### src/rtl/sr_cmd_gen.sv
// rtl/sr_cmd_gen.sv - SR flop command stage: sync, debounce, edge detect, arbitrate, pace s/r pulses
//
// Optional feature macro: SR_CONFLICT_CNT_EN adds the saturating conflict_cnt output.
// Channel index 0 is the set path, index 1 is the clear path.
// A request edge is acted on in the same cycle it is detected (the pending
// flags are merged with fresh edges combinationally), which gives the
// DB_CYCLES+3 edge latency from a raw level to the registered pulse.

module sr_cmd_gen #(
  parameter int DB_CYCLES  = 4,
  parameter int GAP_CYCLES = 2,
  parameter int PRIORITY   = 0
) (
  input  logic       clk,
  input  logic       rst_n,
  input  logic       set_raw,
  input  logic       clr_raw,
  output logic       s,
  output logic       r,
  output logic       q_shadow,
`ifdef SR_CONFLICT_CNT_EN
  output logic       conflict,
  output logic [7:0] conflict_cnt
`else
  output logic       conflict
`endif
);

  localparam int            CW       = $clog2(DB_CYCLES + 1);
  localparam logic [CW-1:0] DB_LAST  = CW'(DB_CYCLES - 1);
  localparam int            GW       = (GAP_CYCLES > 1) ? $clog2(GAP_CYCLES) : 1;
  localparam logic [GW-1:0] GAP_LAST = GW'((GAP_CYCLES > 0) ? (GAP_CYCLES - 1) : 0);

  typedef enum logic [1:0] {
    ST_IDLE  = 2'd0,
    ST_ISSUE = 2'd1,
    ST_GAP   = 2'd2
  } state_t;

  state_t        state;
  logic [GW-1:0] gap_cnt;

  logic [1:0]    raw;
  logic [1:0]    sync_a;
  logic [1:0]    sync_b;
  logic [1:0]    stable;
  logic [1:0]    stable_d;
  logic [1:0]    rise;
  logic [CW-1:0] db_cnt [2];

  logic          pend_set;
  logic          pend_clr;
  logic          cand_set;
  logic          cand_clr;
  logic          collide;
  logic          want_set;
  logic          want_clr;
  logic          can_issue;

  assign raw  = {clr_raw, set_raw};
  assign rise = stable & ~stable_d;

  // Two-flop synchroniser on each raw level.
  always_ff @(posedge clk or negedge rst_n) begin
    if (!rst_n) begin
      sync_a <= 2'b00;
      sync_b <= 2'b00;
    end else begin
      sync_a <= raw;
      sync_b <= sync_a;
    end
  end

  // Debounce: accept a new level only after DB_CYCLES consecutive differing cycles.
  always_ff @(posedge clk or negedge rst_n) begin
    if (!rst_n) begin
      stable    <= 2'b00;
      stable_d  <= 2'b00;
      db_cnt[0] <= '0;
      db_cnt[1] <= '0;
    end else begin
      stable_d <= stable;
      for (int i = 0; i < 2; i++) begin
        if (sync_b[i] == stable[i]) begin
          db_cnt[i] <= '0;
        end else if (db_cnt[i] == DB_LAST) begin
          stable[i] <= sync_b[i];
          db_cnt[i] <= '0;
        end else begin
          db_cnt[i] <= db_cnt[i] + CW'(1);
        end
      end
    end
  end

  // Merge fresh edges with pending flags; the newest request displaces its opposite,
  // and only a genuine collision goes through the priority rule.
  always_comb begin
    cand_set = rise[0] | (pend_set & ~rise[1]);
    cand_clr = rise[1] | (pend_clr & ~rise[0]);
    collide  = cand_set & cand_clr;
    want_set = cand_set;
    want_clr = cand_clr;
    if (collide) begin
      if (PRIORITY == 1) begin
        want_set = 1'b1;
        want_clr = 1'b0;
      end else if (PRIORITY == 2) begin
        want_set = 1'b0;
        want_clr = 1'b0;
      end else begin
        want_set = 1'b0;
        want_clr = 1'b1;
      end
    end
  end

  // A pulse may launch from IDLE or from the final GAP cycle, which keeps the spacing at exactly GAP_CYCLES idle cycles.
  assign can_issue = (state == ST_IDLE) || ((state == ST_GAP) && (gap_cnt == GAP_LAST));

  // Pulse FSM: IDLE -> ISSUE -> GAP -> IDLE with registered s/r/q_shadow/conflict.
  always_ff @(posedge clk or negedge rst_n) begin
    if (!rst_n) begin
      state    <= ST_IDLE;
      gap_cnt  <= '0;
      s        <= 1'b0;
      r        <= 1'b0;
      q_shadow <= 1'b0;
      conflict <= 1'b0;
      pend_set <= 1'b0;
      pend_clr <= 1'b0;
    end else begin
      s        <= 1'b0;
      r        <= 1'b0;
      conflict <= collide;
      pend_set <= want_set;
      pend_clr <= want_clr;
      if (can_issue && want_set) begin
        s        <= 1'b1;
        q_shadow <= 1'b1;
        pend_set <= 1'b0;
        state    <= ST_ISSUE;
      end else if (can_issue && want_clr) begin
        r        <= 1'b1;
        q_shadow <= 1'b0;
        pend_clr <= 1'b0;
        state    <= ST_ISSUE;
      end else begin
        case (state)
          ST_ISSUE: begin
            if (GAP_CYCLES > 0) begin
              state   <= ST_GAP;
              gap_cnt <= '0;
            end else begin
              state <= ST_IDLE;
            end
          end
          ST_GAP: begin
            if (gap_cnt == GAP_LAST) begin
              state <= ST_IDLE;
            end else begin
              gap_cnt <= gap_cnt + GW'(1);
            end
          end
          default: state <= ST_IDLE;
        endcase
      end
    end
  end

`ifdef SR_CONFLICT_CNT_EN
  // Saturating count of collisions, cleared only by reset.
  always_ff @(posedge clk or negedge rst_n) begin
    if (!rst_n) begin
      conflict_cnt <= 8'd0;
    end else if (collide && (conflict_cnt != 8'hFF)) begin
      conflict_cnt <= conflict_cnt + 8'd1;
    end
  end
`endif

endmodule

### config.mk
export PLATFORM = sky130hd
export DESIGN_NAME = sr_cmd_gen
export DESIGN_NICKNAME = d
export VERILOG_FILES = /design/src/rtl/sr_cmd_gen.sv
export SDC_FILE = /design/constraint.sdc
export NUM_CORES = 1
export LEC_CHECK = 0
export CORE_MARGIN = 4
export CORE_UTILIZATION = 40
export DETAILED_ROUTE_END_ITERATION = 10
export PLACE_DENSITY_LB_ADDON = 0.15
export SLEW_MARGIN = 5
export SYNTH_ARGS = -nofsm -noshare
export SYNTH_HDL_FRONTEND = slang
export SYNTH_SLANG_ARGS = --single-unit
### constraint.sdc
create_clock -name clk -period 3.68 [get_ports clk]
set_clock_uncertainty 0.05 [all_clocks]
set_input_delay 0.736 -clock clk [delete_from_list [all_inputs] [get_ports clk]]
set_output_delay 0.736 -clock clk [all_outputs]
set_load 0.005 [all_outputs]
==> flow_summary_export.csv <==
group,metric,value,unit
sta,fin_crit,1.95,ns
worst_setup_path,crit_required,2.89,ns
global_route,grt_max_degree,24,
floorplanning,initial_core_util,42.1,%
floorplanning,coreArea,0.00221,mm2
clock_tree,cts_setup_buffers,0,
worst_setup_path,reg2reg_to,"gap_cnt$_DFFE_PN0P_",
synthesis,synth_largest_area_cell,"dfrtp_1",
worst_setup_path,crit_path_end_kind,"output pin",
sta,hold_ws,0.327,ns
synthesis,syn_area,932,um2
sta,setup_viol,0,
synthesis,yosys_register_bits,23,
pwr,leakage,0.493,nW
cells_and_area,nets,90,
sta,max-slew-margin-rel,33.7,%
clock_tree,cts_resized,0,
worst_setup_path,path_max_fanout,2,
cells_and_area,drive_gt1_share,13.8,%
sta,fin_setup_tns,0,ns
worst_setup_path,reg2reg_slack,2.14,ns
placed_design,hpwl,931,um
run,maxCapViolCount,0,
floorplanning,pin_count,8,
synthesis,syn_nets,78,
clock_tree,cts_root_buf,"clkbuf_4",
worst_setup_path,cp_slowest_cell,"clkdlybuf4s50_1",
synthesis,syn_area_per_cell,13.5,um2
synthesis,netlist_instances,69,
drt,drt-initial-drc-count,5,
worst_hold_path,holdCritStartpoint,"sync_a[1]$_DFF_PN0_",
clock_tree,clk_latency,0.32,ns
pwr,peakVddDrop,0.347,mV
worst_setup_path,worst-r2r-cell-count,5,
floorplanning,die_h,56.3,um
floorplanning,num_rows,17,
cells_and_area,antenna_cells,0,
clock_tree,cts_buffer_depth,2,
synthesis,synth_area_leaders,"dfrtp_1 (62%), ha_1 (6.7%), nand2b_1 (2.7%)",
drt,vias,528,
sta,max_freq,0.514,GHz
worst_setup_path,r2r-start,"state[1]$_DFFE_PN0P_",
placed_design,gp_congestion,0.711,
drt,wl_per_cell,11.6,um
worst_setup_path,arrival,1.16,ns
worst_hold_path,min_to,"sync_b[1]$_DFF_PN0_",
cells_and_area,fin_area,0.00107,mm2
outcome,status,"finished clean",
sta,worst_pin_slew,0.991,ns
synthesis,yosys_warnings,0,
synthesis,netlist.area_leader.share,61.7,%
clock_tree,numCtsBuffers,3,
placed_design,post_dp_cell_area,0.00104,mm2
drt,totalWireLength,1250,um
worst_setup_path,critPathTopFamily,"buffers and inverters",
drt,drc,0,
synthesis,synth_seq_area_share,61.7,%
clock_tree,htree_levels,1,
pwr,power_density,766,mW/mm2
clock_tree,cts_tree,"built",
cells_and_area,area.growth.synth_to_final,14.5,%
worst_setup_path,path_buf_inv,1,
worst_hold_path,holdPathStages,0,
clock_tree,clock_sinks,23,
worst_setup_path,crit_chain,"clkdlybuf4s50_1",
floorplanning,die_area,0.00317,mm2
sta,rsz0062_at_grt,"false",
clock_tree,hold_buffers,0,
worst_hold_path,hold_class,"reg2reg",
drt,avgViaCountPerCell,4.89,
worst_setup_path,max_stage_delay,0.49,ns
synthesis,synth_enable_flop_cells,0,
sta,hold_viol,0,
global_route,grt.overflow.total,0,
global_route,grt_pass1_vias,508,
clock_tree,cts.clk_slew.worst_paths,0.14,ns
worst_setup_path,path_class,"reg2out",
placed_design,io_buffers,7,
sta,layout_worst_path_cycle_share,52.9,%
synthesis,ys_types,24,
worst_setup_path,start_kind,"flop",
global_route,grt_pass1_wl,2350,um
global_route,antenna_found_initial,0,
synthesis,synth-async-reset-ratio,100,%
global_route,grt_use_total,9.52,%
floorplanning,die_x,56.3,um
synthesis,synthFlopType,"dfrtp_1",
drt,drtPass1Iterations,2,
drt,ant_nets,0,
sta,slew_viol_final,0,
[power by group]
| part | leakage, nW | internal (mW) | switching (mW) |
|---|---|---|---|
| sequential | 0.293 | 0.329 | 0.0517 |
| clock | 0.0139 | 0.0414 | 0.0793 |
| combinational | 0.187 | 0.172 | 0.143 |
| total | 0.493 | 0.543 | 0.274 |
[registers in the layout, summed over array words and instances, names as in the netlist]
name      count
conflict      1
db_cnt        6
gap_cnt       1
pend_clr      1
pend_set      1
q_shadow      1
r             1
s             1
stable        2
stable_d      2
state         2
sync_a        2
sync_b        2
[per-layer routing]
| layer | share of wire (%) | global-route usage (%) | up-vias | wire, um |
|---|---|---|---|---|
| met5 | 0 | 0 | - | 0 |
| met4 | 0.88 | 5.08 | 0 | 11 |
| met3 | 5.4 | 2.30 | 2 | 67 |
| met2 | 44 | 13.4 | 8 | 554 |
| met1 | 49 | 13.5 | 255 | 617 |
| li1 | - | - | 263 | - |
[cell usage after synthesis (2+ instances only)]
master / count
mux2_2: 2
dfrtp_1: 23
inv_1: 3
nand2b_1: 4
a21oi_1: 2
nor3_1: 2
ha_1: 5
xnor2_1: 2
nor3b_1: 3
nor2b_1: 4
nor2_1: 4
o21ai_0: 3
[through the flow]
stage | setup WS (ns) | cells | util (%) | power (mW)
global placement | 1.68 | 104 | 46.9 | 0.701
detailed placement | 1.64 | 104 | 46.9 | 0.707
global route | 1.67 | 108 | 48.2 | 0.888
CTS | 1.72 | 108 | 48.2 | 0.827
finish | 1.73 | 108 | 48.2 | 0.817
floorplan | 2.24 | 69 | - | 0.618
[cell usage in the layout, fill, tap and decap left out, drive strengths merged, types with 2 or more instances in the layout]
cell           count
mux2               3
nand2b             4
nor3b              3
o21ai              3
xnor2              2
clkdlybuf4s50      7
clkbuf             3
inv                3
a21oi              3
nor2b              5
dfrtp             23
nor2               4
ha                 5
nor3               2
[logic make-up after synthesis]
family	Yosys count	synth area share [%]
flops	23	61.7
xor+xnor	2	1.88
simple gates	22	15.7
fa+ha+maj	5	6.71
mux	4	4.70
compound gates	10	8.05
buf+inv	3	1.21
[worst max path at each step]
stage / end / cells past startpoint / start / slack, ns
after floorplan: gap_cnt$_DFFE_PN0P_ / 5 / state[1]$_DFFE_PN0P_ / 2.24
after global placement: state[0]$_DFFE_PN0P_ / 1 / rst_n / 1.68
after detailed placement: state[1]$_DFFE_PN0P_ / 1 / rst_n / 1.64
after CTS: q_shadow / 1 / q_shadow$_DFFE_PN0P_ / 1.72
after global routing: q_shadow / 1 / q_shadow$_DFFE_PN0P_ / 1.67
final: q_shadow / 1 / q_shadow$_DFFE_PN0P_ / 1.73
[layout make-up]
| type | count | area (um2) |
|---|---|---|
| clock buffers | 3 | 22.5 |
| flip-flops and latches | 23 | 576 |
| fillers | 216 | 1140 |
| clock inverters | 1 | 7.51 |
| well taps | 28 | 35.0 |
| multi-input cells | 43 | 345 |
| inverters | 3 | 11.3 |
| repair buffers | 7 | 70.1 |
Power figures use the tool's default switching activity.
